==> src/rtl/shl_seq_pkg.sv <==
// Shared definitions for the left-shift unit: state enum, op encoding, default widths.
package shl_seq_pkg;

  localparam int unsigned WIDTH_DEF = 32;
  localparam int unsigned SHW_DEF   = 5;

  // Op encoding shared with the right-shifter wrapper.
  localparam logic OP_SLL = 1'b0;
  localparam logic OP_ROL = 1'b1;

  typedef enum logic [1:0] {
    ST_IDLE  = 2'd0,
    ST_SHIFT = 2'd1,
    ST_DONE  = 2'd2
  } state_e;

endpackage

==> src/rtl/shl_seq_step.sv <==
// One-bit left shift (zero fill) or rotate, reused once per clock by shl_seq.
module shl_step
  import shl_seq_pkg::*;
#(
  parameter int unsigned WIDTH = WIDTH_DEF
) (
  input  logic [WIDTH-1:0] res,
  input  logic             op,
  output logic [WIDTH-1:0] next_res,
  output logic             out_bit
);

  // Shift left by one; the MSB either wraps to bit 0 (ROL) or is dropped (SLL).
  always_comb begin
    out_bit  = res[WIDTH-1];
    next_res = {res[WIDTH-2:0], (op == OP_ROL) ? res[WIDTH-1] : 1'b0};
  end

endmodule

==> src/rtl/shl_seq.sv <==
// Iterative SLL/ROL unit: one bit position per clock, valid/ready on both sides.
module shl_seq
  import shl_seq_pkg::*;
#(
  parameter int unsigned WIDTH = WIDTH_DEF,
  parameter int unsigned SHW   = SHW_DEF
) (
  input  logic             clk,
  input  logic             rst,
  input  logic             in_valid,
  output logic             in_ready,
  input  logic [WIDTH-1:0] src0,
  input  logic [SHW-1:0]   src1,
  input  logic             op,
  output logic             out_valid,
  input  logic             out_ready,
  output logic [WIDTH-1:0] res,
  output logic             last_out
);

  state_e           state_q, state_d;
  logic [WIDTH-1:0] res_q, res_d;
  logic [SHW-1:0]   cnt_q, cnt_d;
  logic             op_q, op_d;
  logic             last_q, last_d;

  logic [WIDTH-1:0] step_res;
  logic             step_bit;

  shl_step #(.WIDTH(WIDTH)) u_step (
    .res      (res_q),
    .op       (op_q),
    .next_res (step_res),
    .out_bit  (step_bit)
  );

  // Next-state, datapath update and handshake decode.
  always_comb begin
    state_d   = state_q;
    res_d     = res_q;
    cnt_d     = cnt_q;
    op_d      = op_q;
    last_d    = last_q;
    in_ready  = 1'b0;
    out_valid = 1'b0;
    unique case (state_q)
      ST_IDLE: begin
        in_ready = 1'b1;
        if (in_valid) begin
          res_d   = src0;
          cnt_d   = src1;
          op_d    = op;
          last_d  = 1'b0;
          state_d = (src1 == '0) ? ST_DONE : ST_SHIFT;
        end
      end
      ST_SHIFT: begin
        res_d  = step_res;
        last_d = step_bit;
        cnt_d  = cnt_q - SHW'(1);
        if (cnt_q == SHW'(1)) state_d = ST_DONE;
      end
      ST_DONE: begin
        out_valid = 1'b1;
        if (out_ready) state_d = ST_IDLE;
      end
      default: state_d = ST_IDLE;
    endcase
  end

  // State and datapath registers with synchronous reset.
  always_ff @(posedge clk) begin
    if (rst) begin
      state_q <= ST_IDLE;
      res_q   <= '0;
      cnt_q   <= '0;
      op_q    <= OP_SLL;
      last_q  <= 1'b0;
    end else begin
      state_q <= state_d;
      res_q   <= res_d;
      cnt_q   <= cnt_d;
      op_q    <= op_d;
      last_q  <= last_d;
    end
  end

  assign res      = res_q;
  assign last_out = last_q;

endmodule

==> config.mk <==
export PLATFORM = sky130hd
export DESIGN_NAME = shl_seq
export DESIGN_NICKNAME = d
export VERILOG_FILES = /design/src/rtl/shl_seq_pkg.sv /design/src/rtl/shl_seq_step.sv /design/src/rtl/shl_seq.sv
export SDC_FILE = /design/constraint.sdc
export NUM_CORES = 1
export LEC_CHECK = 0
export ABC_AREA = 1
export BUFFER_PORTS_ARGS = -buffer_cell sky130_fd_sc_hd__clkbuf_2
export CELL_PAD_IN_SITES_DETAIL_PLACEMENT = 1
export CELL_PAD_IN_SITES_GLOBAL_PLACEMENT = 1
export CORE_MARGIN = 1
export CORE_UTILIZATION = 33
export CTS_CLUSTER_SIZE = 28
export DETAILED_ROUTE_END_ITERATION = 8
export HOLD_SLACK_MARGIN = 0.12
export PLACE_DENSITY_LB_ADDON = 0.1
export SETUP_SLACK_MARGIN = 0.3
export SYNTH_ARGS = -nofsm -noshare
export SYNTH_HDL_FRONTEND = slang
export SYNTH_SLANG_ARGS = --single-unit
==> constraint.sdc <==
create_clock -name clk -period 1.4 [get_ports clk]
set_clock_uncertainty 0.05 [all_clocks]
set_input_delay 0.07 -clock clk [delete_from_list [all_inputs] [get_ports clk]]
set_output_delay 0.07 -clock clk [all_outputs]
set_load 0.02 [all_outputs]
* Word-level counts from Yosys, hierarchy flattened
Index checks and enable logic that the tools add are counted.
** Operators by class
- $add $sub $neg :: 1
- Equal/unequal tests :: 6
- Mux-type cells :: 14
- Reductions and logical operators :: 6
** Operators by type and width (count)
- 32-bit one-hot mux with 2 select lines :: 1
- 32-bit two-way mux :: 1
- 5-bit one-hot mux with 2 select lines :: 1
- 2-bit two-way mux :: 4
- 2-bit inequality test, second input constant :: 3
- 2-bit one-hot mux with 3 select lines :: 1
- 5-bit by 1-bit equality test with 1-bit output, second input constant :: 1
- 5-bit zero test :: 1
- 5-bit two-way mux :: 1
- 5-bit by 1-bit subtractor with 5-bit output, second input constant :: 1
- 1-bit two-way mux :: 4
- 2-bit AND reduction :: 2
- 3-bit AND reduction :: 1
- 2-bit by 1-bit equality test with 1-bit output, second input constant :: 1
- 2-bit equality test, second input constant :: 1
- 2-bit zero test :: 1
- 1-bit one-hot mux with 2 select lines :: 1
- 2-bit nonzero test :: 1
** Word-level totals
- Bits in registers :: 41
- Input port bits :: 42
- Logic and storage cells :: 32

* Logic depth before layout (Yosys ltp)
Gate-level depths: netlist of the first run.
- Depth in word-level cells :: 4
- Mapped depth :: 8
- Gate-level depth less buffers :: 8

* By module
Synthesis of the first run repeated with hierarchy kept, for this count alone.
** Second synthesis, totals
- Cell total of the unflattened synthesis :: 294
- Area, all modules :: 2113.3 um2
** Modules (own cells, without submodules)
- shl_seq :: instances 1, cells an instance 260, area an instance 1865.5 um2, sequential area each 820.8 um2
- shl_step :: instances 1, cells an instance 34, area an instance 247.7 um2, sequential area each 0.0 um2

* Worst setup path after synthesis of the first run
No wires, ideal clock.
- Kind :: reg2reg
- Start point :: reg state_q[0]
- End point :: reg cnt_q[1]
- Library setup time :: 0.121 ns
- Arrival time :: 1.214 ns
- Setup slack :: 0.015 ns
- Cell stages (with the launch flop) :: 9
- Path buffers :: 2
- Clock period less this slack :: 1.385 ns
- Path through :: dfxtp_1 nor2_4 nand2_2 nand2_4 inv_2 buf_6 buf_6 o21ai_1 a21oi_1
** On the way
- Word-level cells in the longest chain between the ends :: 3
** RTL lines
- from (decl) :: RTL line shl_seq.sv:21 : state_e state_q, state_d;
- from (signal assigned) :: RTL line shl_seq.sv:80 : state_q <= state_d;
- 2-bit by 1-bit equality test with 1-bit output or 2-bit zero test (tied branches) :: RTL line shl_seq.sv:46 : unique case (state_q)
- 2-bit nonzero test (no source line) or 2-bit inequality test (tied branches)
- 2-bit AND reduction (no source line)
- to (signal assigned) :: RTL line shl_seq.sv:82 : cnt_q <= cnt_d;
- to (decl) :: RTL line shl_seq.sv:23 : logic [SHW-1:0] cnt_q, cnt_d;
Parallel ways exist; a longest one is shown, timed or not.
A chain may end at the register's enable or synchronous reset.

* Worst setup path in the final report of the first run
- Start point :: reg state_q[1]
- End point :: reg res_q[23] (netlist: res[23])
** On the way
- Word-level cells in the longest chain between the ends :: 3
** RTL lines
- 2-bit by 1-bit equality test with 1-bit output or 2-bit zero test (tied branches) :: RTL line shl_seq.sv:46
- 2-bit nonzero test (no source line) or 2-bit inequality test (tied branches)
- 2-bit AND reduction (no source line)
- to (signal assigned) :: RTL line shl_seq.sv:81 : res_q <= res_d;
- to (decl) :: RTL line shl_seq.sv:22 : logic [WIDTH-1:0] res_q, res_d;
Parallel ways exist; a longest one is shown, timed or not.

==> impl_metrics.py, run 1 <==
metrics = {
    "timing": {
        "fmax_mhz": 787,
        "worstMarginPinSlew_ns": 0.376,
        "hold_viol": 0,
        "maxSlewViolCount": 0,
        "holdWs_ns": 0.118,
        "finalCritPeriodShare": 0.907,
        "rsz0062_at_grt": "yes",
        "relSlewSlack": 0.749,
        "tns_ns": 0,
        "setup_viol": 0,
        "finalCriticalPeriod_ns": 1.27,
    },
    "clock_network": {
        "cts_tree": "done",
        "cts_max_level": 2,
        "clock_latency_ns": 0.29,
        "ctsLongestPathBuffers": 2,
        "clk_pin_slew_ns": 0.08,
        "cts_made_buffers": 5,
        "clock-sinks": 41,
        "cts-root-buf": "clkbuf_8",
    },
    "die": {
        "coreArea_sq_um": 5920,
        "start_util": 0.342,
        "dieArea_sq_um": 6450,
        "dieWidth_um": 80.3,
        "std_cell_rows": 28,
        "die_y_um": 80.3,
        "io_pins": 77,
    },
    "global_route": {
        "grtUsageTotal": 0.216,
        "globalRouteOverflowTotal": 0,
        "antenna_found_initial": 0,
        "grt_max_degree": 24,
        "grt_pass1_wl_um": 10700,
        "grt_pass1_vias": 2339,
    },
    "synth": {
        "synth_area_leaders": "dfxtp_1 41%, o21ai_0 12%, nand2_1 11%",
        "synth_cell_types": 24,
        "synth-seq-area-share": 0.406,
        "ys_ff_latch": 41,
        "synth_area_sq_um": 2020,
        "avgSynthCellArea_sq_um": 6.98,
        "syn_nets": 334,
        "synth_top_area_share": 0.406,
        "ys_warn_count": 0,
        "synth_area_leader_cell": "dfxtp_1",
        "synth_cells": 290,
    },
    "power_and_ir_drop": {
        "pwr-share-comb": 0.552,
        "p_leak_nw": 1.53,
        "max-vdd-ir-drop_uv": 853,
        "p_int_mw": 3.59,
        "pwr-share-seq": 0.287,
        "powerDensity_nw_per_um2": 1940,
        "p_switching_mw": 2.72,
        "clkPwrFrac": 0.161,
        "switching_share": 0.431,
    },
    "worst_setup_path": {
        "critPathKind": "reg2reg",
        "cp_max_fo": 9,
        "r2r_setup_slack_ns": 0.13,
        "required_ns": 1.57,
        "start_kind": "flip-flop",
        "critPathArrivalTime_ns": 1.44,
        "end_kind": "flip-flop",
    },
    "drt": {
        "antenna_left": 0,
        "vias": 2362,
        "drtIter0Drc": 77,
        "wl_per_cell_um": 14.4,
        "wirelength_um": 6950,
        "drc": 0,
        "via_per_inst": 4.91,
        "dr.pass1.iters": 4,
    },
    "worst_hold_path": {
        "min_path_type": "in2reg",
    },
    "placed_design": {
        "dp_cells": 433,
        "place_congestion": 0.729,
        "dpl.hpwl_um": 4000,
        "placement.io_buffers": 76,
    },
    "layout": {
        "synthToLayoutAreaGrowth_pct": 60.4,
        "n_antenna_cell": 0,
        "drive_gt1_frac": 0.333,
        "layout_common_cells": "74 x clkbuf_2, 56 x nand2_1, 41 x o21ai_1",
        "nNetsFinal": 449,
        "final_common_cell": "clkbuf_2",
        "fin_cells": 481,
        "nFillCells": 767,
        "final_util": 0.548,
    },
    "outcome": {
        "status": "complete, no violations",
    },
    "run": {
        "drv_cap": 0,
    },
}
[path summary, 6_finish.rpt]
kind	startpoint	endpoint	cells after the start
worst max-delay path	state_q[1]	res[23]	7
worst min-delay path	src0[4]	res[4]	5
worst max register to register	state_q[1]	res[23]	7
worst min register to register	res[10]	res[10]	2
[critical path, stage by stage (launching register included)]
cell and delay [ns]:
dfxtp_4 0.39, inv_6 0.05, nand2_8 0.12, nand2_4 0.09, inv_8 0.12, clkbuf_16 0.17
o21ai_1 0.06, a21oi_1 0.14
[cells by family after synthesis]
logic type / synth area share
flops: 0.406
simple gates: 0.165
compound gates: 0.272
buf+inv: 0.145
fa+ha+maj: 0.0124
[final cells by class]
type                            instances  area, sq um  area share
Clock buffer                            7         86.3      0.0266
Timing Repair Buffer                  126         1030       0.316
Multi-Input combinational cell        189         1000       0.310
Tap cell                               75         93.8      0.0289
Sequential cell                        41          830       0.256
Clock inverter                          1         30.0     0.00925
Inverter                               42          175      0.0540
[cells in the mapped netlist]
| cell | number |
|---|---|
| clkbuf_2 | 1 |
| nand3_1 | 8 |
| a31oi_1 | 4 |
| nand2_4 | 1 |
| nand2_1 | 57 |
| inv_1 | 40 |
| nand3b_1 | 1 |
| dfxtp_1 | 41 |
| buf_1 | 1 |
| buf_2 | 3 |
| nand2_2 | 2 |
| ha_1 | 2 |
| nor2_1 | 8 |
| o21ai_1 | 16 |
| o21ai_0 | 49 |
| clkbuf_1 | 4 |
| inv_2 | 2 |
| buf_4 | 1 |
| nor2_4 | 1 |
| o211ai_1 | 1 |
| buf_6 | 8 |
| o21bai_1 | 1 |
| nand4_1 | 1 |
| a21oi_1 | 37 |
[routing by layer]
metal	vias to the layer above	part of all wire	routed length, um	GRT usage
li1	1177	-	-	-
met1	1117	0.44	3070	0.257
met2	60	0.51	3520	0.389
met3	8	0.038	263	0.0443
met4	0	0.013	91	0.0589
met5	-	0	0	0
[timing repair]
action                                  4_1_cts  5_1_grt
pin swaps                                     4        0
hold buffers                                 30        0
hold endpoints to repair                     31        0
cloned                                        4        3
buffers inserted                              2        1
endpoints found under the setup margin       42       42
gates resized for setup                      59       17
[stage by stage]
stage | power, mW | area, sq um | worst slack [ns]
global placement | 4.32 | 2500 | 0.0830
floorplan | 3.61 | 2030 | 0.0166
CTS | 6.01 | 3120 | 0.168
detailed placement | 4.38 | 2500 | 0.00960
global route | 6.74 | 3250 | 0.0587
finish | 6.31 | 3250 | 0.130
[power groups by stage]
stage / clock, mW / combinational [mW] / sequential [mW]
detailed placement: 0 / 2.57 / 1.80
global placement: 0 / 2.53 / 1.79
CTS: 1.03 / 3.18 / 1.80
global route: 1.09 / 3.80 / 1.85
finish: 1.02 / 3.49 / 1.81
floorplan: 0 / 1.49 / 2.12
[flip-flops by register name, summed over array words and instances, names as in the netlist]
register	cells
last_out	1
cnt_q	5
op_q	1
res	32
state_q	2
(Power assumes the default switching activity.)
==> run 2: changes to the inputs <==
--- a/config.mk
+++ b/config.mk
@@ -15,6 +15,8 @@
 export DETAILED_ROUTE_END_ITERATION = 8
 export HOLD_SLACK_MARGIN = 0.12
 export PLACE_DENSITY_LB_ADDON = 0.1
+export RECOVER_POWER = 100
+export REMOVE_ABC_BUFFERS = 1
 export SETUP_SLACK_MARGIN = 0.3
 export SYNTH_ARGS = -nofsm -noshare
 export SYNTH_HDL_FRONTEND = slang
==> impl_metrics.py, run 2 (synthesized netlist as in run 1, its figures left out) <==
metrics = {
    "worst_setup_path": {
        "critPathKind": "reg2reg",
        "cp_num_buf_inv": 2,
        "cp_max_fo": 9,
        "crit_path_top_delay_cell": "dfxtp_2",
        "end_kind": "flip-flop",
        "path_cells": "nor2_4 > nand2_4 > nand2_4 > inv_8 > clkbuf_16 > o21ai_1 > a21oi_1",
        "required_ns": 1.59,
        "cpPeakStageDelay_ns": 0.44,
        "crit_top_cell": "nand2_4",
        "r2r_setup_slack_ns": 0.09,
        "start_kind": "flip-flop",
        "cpLargestDelayFamily": "flip-flops",
        "critPathArrivalTime_ns": 1.49,
    },
    "drt": {
        "drc": 0,
        "antenna_left": 0,
        "wirelength_um": 7460,
        "wl_per_cell_um": 15.3,
        "via_per_inst": 4.93,
        "drtIter0Drc": 68,
        "vias": 2409,
        "dr.pass1.iters": 4,
    },
    "die": {
        "coreArea_sq_um": 5920,
        "die_y_um": 80.3,
        "dieArea_sq_um": 6450,
        "dieWidth_um": 80.3,
        "std_cell_rows": 28,
        "io_pins": 77,
        "start_util": 0.342,
    },
    "global_route": {
        "globalRouteOverflowTotal": 0,
        "grtUsageTotal": 0.216,
        "use_met3": 0.0398,
        "busiest_layer": "met2",
        "grt_max_degree": 41,
        "antenna_found_initial": 0,
        "grt_pass1_wl_um": 10800,
        "grt.met2_usage": 0.382,
        "use_met1": 0.265,
        "grt_pass1_vias": 2346,
    },
    "layout": {
        "synthToLayoutAreaGrowth_pct": 61.9,
        "nNetsFinal": 457,
        "drive_gt1_frac": 0.280,
        "n_antenna_cell": 0,
        "final_common_cell": "nand2_1",
        "largest_reg_flops": 32,
        "design_area_sq_um": 3280,
        "fin_cells": 489,
        "layout_common_cells": "57 x nand2_1, 42 x clkbuf_2, 38 x dfxtp_1, 38 x dlygate4sd3_1, 37 x inv_1",
    },
    "power_and_ir_drop": {
        "powerDensity_nw_per_um2": 1880,
        "max-vdd-ir-drop_uv": 764,
        "p_leak_nw": 1.44,
    },
    "timing": {
        "rsz0062_at_grt": "yes",
        "relSlewSlack": 0.807,
        "holdWs_ns": 0.102,
        "maxSlewViolCount": 0,
        "setup_viol": 0,
        "finalCritPeriodShare": 0.934,
        "hold_viol": 0,
        "worstMarginPinSlew_ns": 0.288,
        "finalCriticalPeriod_ns": 1.31,
        "layout_setup_ws_ns": 0.0923,
        "fmax_mhz": 765,
        "tns_ns": 0,
    },
    "placed_design": {
        "dpl.hpwl_um": 3890,
        "dp_cells": 432,
        "placement.io_buffers": 76,
        "dp_slack_ns": 0.0592,
        "place_area_sq_um": 2480,
        "place_congestion": 0.709,
    },
    "clock_network": {
        "cts_made_buffers": 5,
        "clock_latency_ns": 0.30,
        "ctsLongestPathBuffers": 2,
        "clock-sinks": 41,
        "cts_max_level": 2,
        "cts-root-buf": "clkbuf_8",
        "clk_pin_slew_ns": 0.09,
        "cts_tree": "done",
    },
    "worst_hold_path": {
        "min_path_type": "in2reg",
    },
    "run": {
        "drv_cap": 0,
    },
    "outcome": {
        "status": "complete, no violations",
    },
}
-- run 2: cell types whose count changed in the layout (fill, tap and decap cells not counted), sizes merged --
cell / previous run / this run
bufinv: 1 / 0
dlygate4sd3: 30 / 38
clkbuf: 85 / 83
clkinv: 0 / 2
clkinvlp: 0 / 1
bufbuf: 0 / 1
buf: 18 / 17
-- run 2: area by class of cell --
class,count,area (sq um)
tap,75,93.8
clock inverter,3,17.5
inverter,42,173
clock buffer,5,68.8
multi-input combinational,189,1070
sequential,41,827
timing repair buffer,134,1030
fill,779,2650
-- run 2: final timing paths --
check        startpoint  endpoint  depth (start not counted)
min             src1[0]  cnt_q[0]                          5
max          state_q[0]   res[30]                          7
max reg2reg  state_q[0]   res[30]                          7
min reg2reg     res[15]   res[15]                          2
-- run 2: tightest hold or removal path: cells and delay by family --
kind	cells	cell delay, ns
buffers and inverters	1	0.09
AO/OA/AOI/OAI	3	0.22
AND/OR/NAND/NOR	1	0.05
-- run 2: routing by layer --
layer,up-vias,share of wire
li1,1190,-
met1,1158,0.44
met2,57,0.52
met3,4,0.032
met4,0,0.0064
met5,-,0
-- run 2: repair_timing --
| item | 4_1_cts | 5_1_grt |
|---|---|---|
| pin swaps | 3 | 1 |
| hold endpoints to repair | 37 | 0 |
| resized for setup | 50 | 54 |
| hold buffers | 38 | 0 |
| setup buffers | 1 | 2 |
| setup endpoints to repair | 42 | 42 |
| gates cloned | 3 | 5 |
-- run 2: per-stage QoR --
stage                util  total power [mW]
floorplan               -              3.32
global placement    0.419              4.30
detailed placement  0.419              4.33
CTS                 0.530              5.75
global route        0.553              6.58
finish              0.553              6.15
-- run 2: power breakdown --
group	switching, mW	internal [mW]	total (mW)
logic	2.10	1.43	3.53
registers	0.262	1.55	1.81
clock network	0.465	0.345	0.811
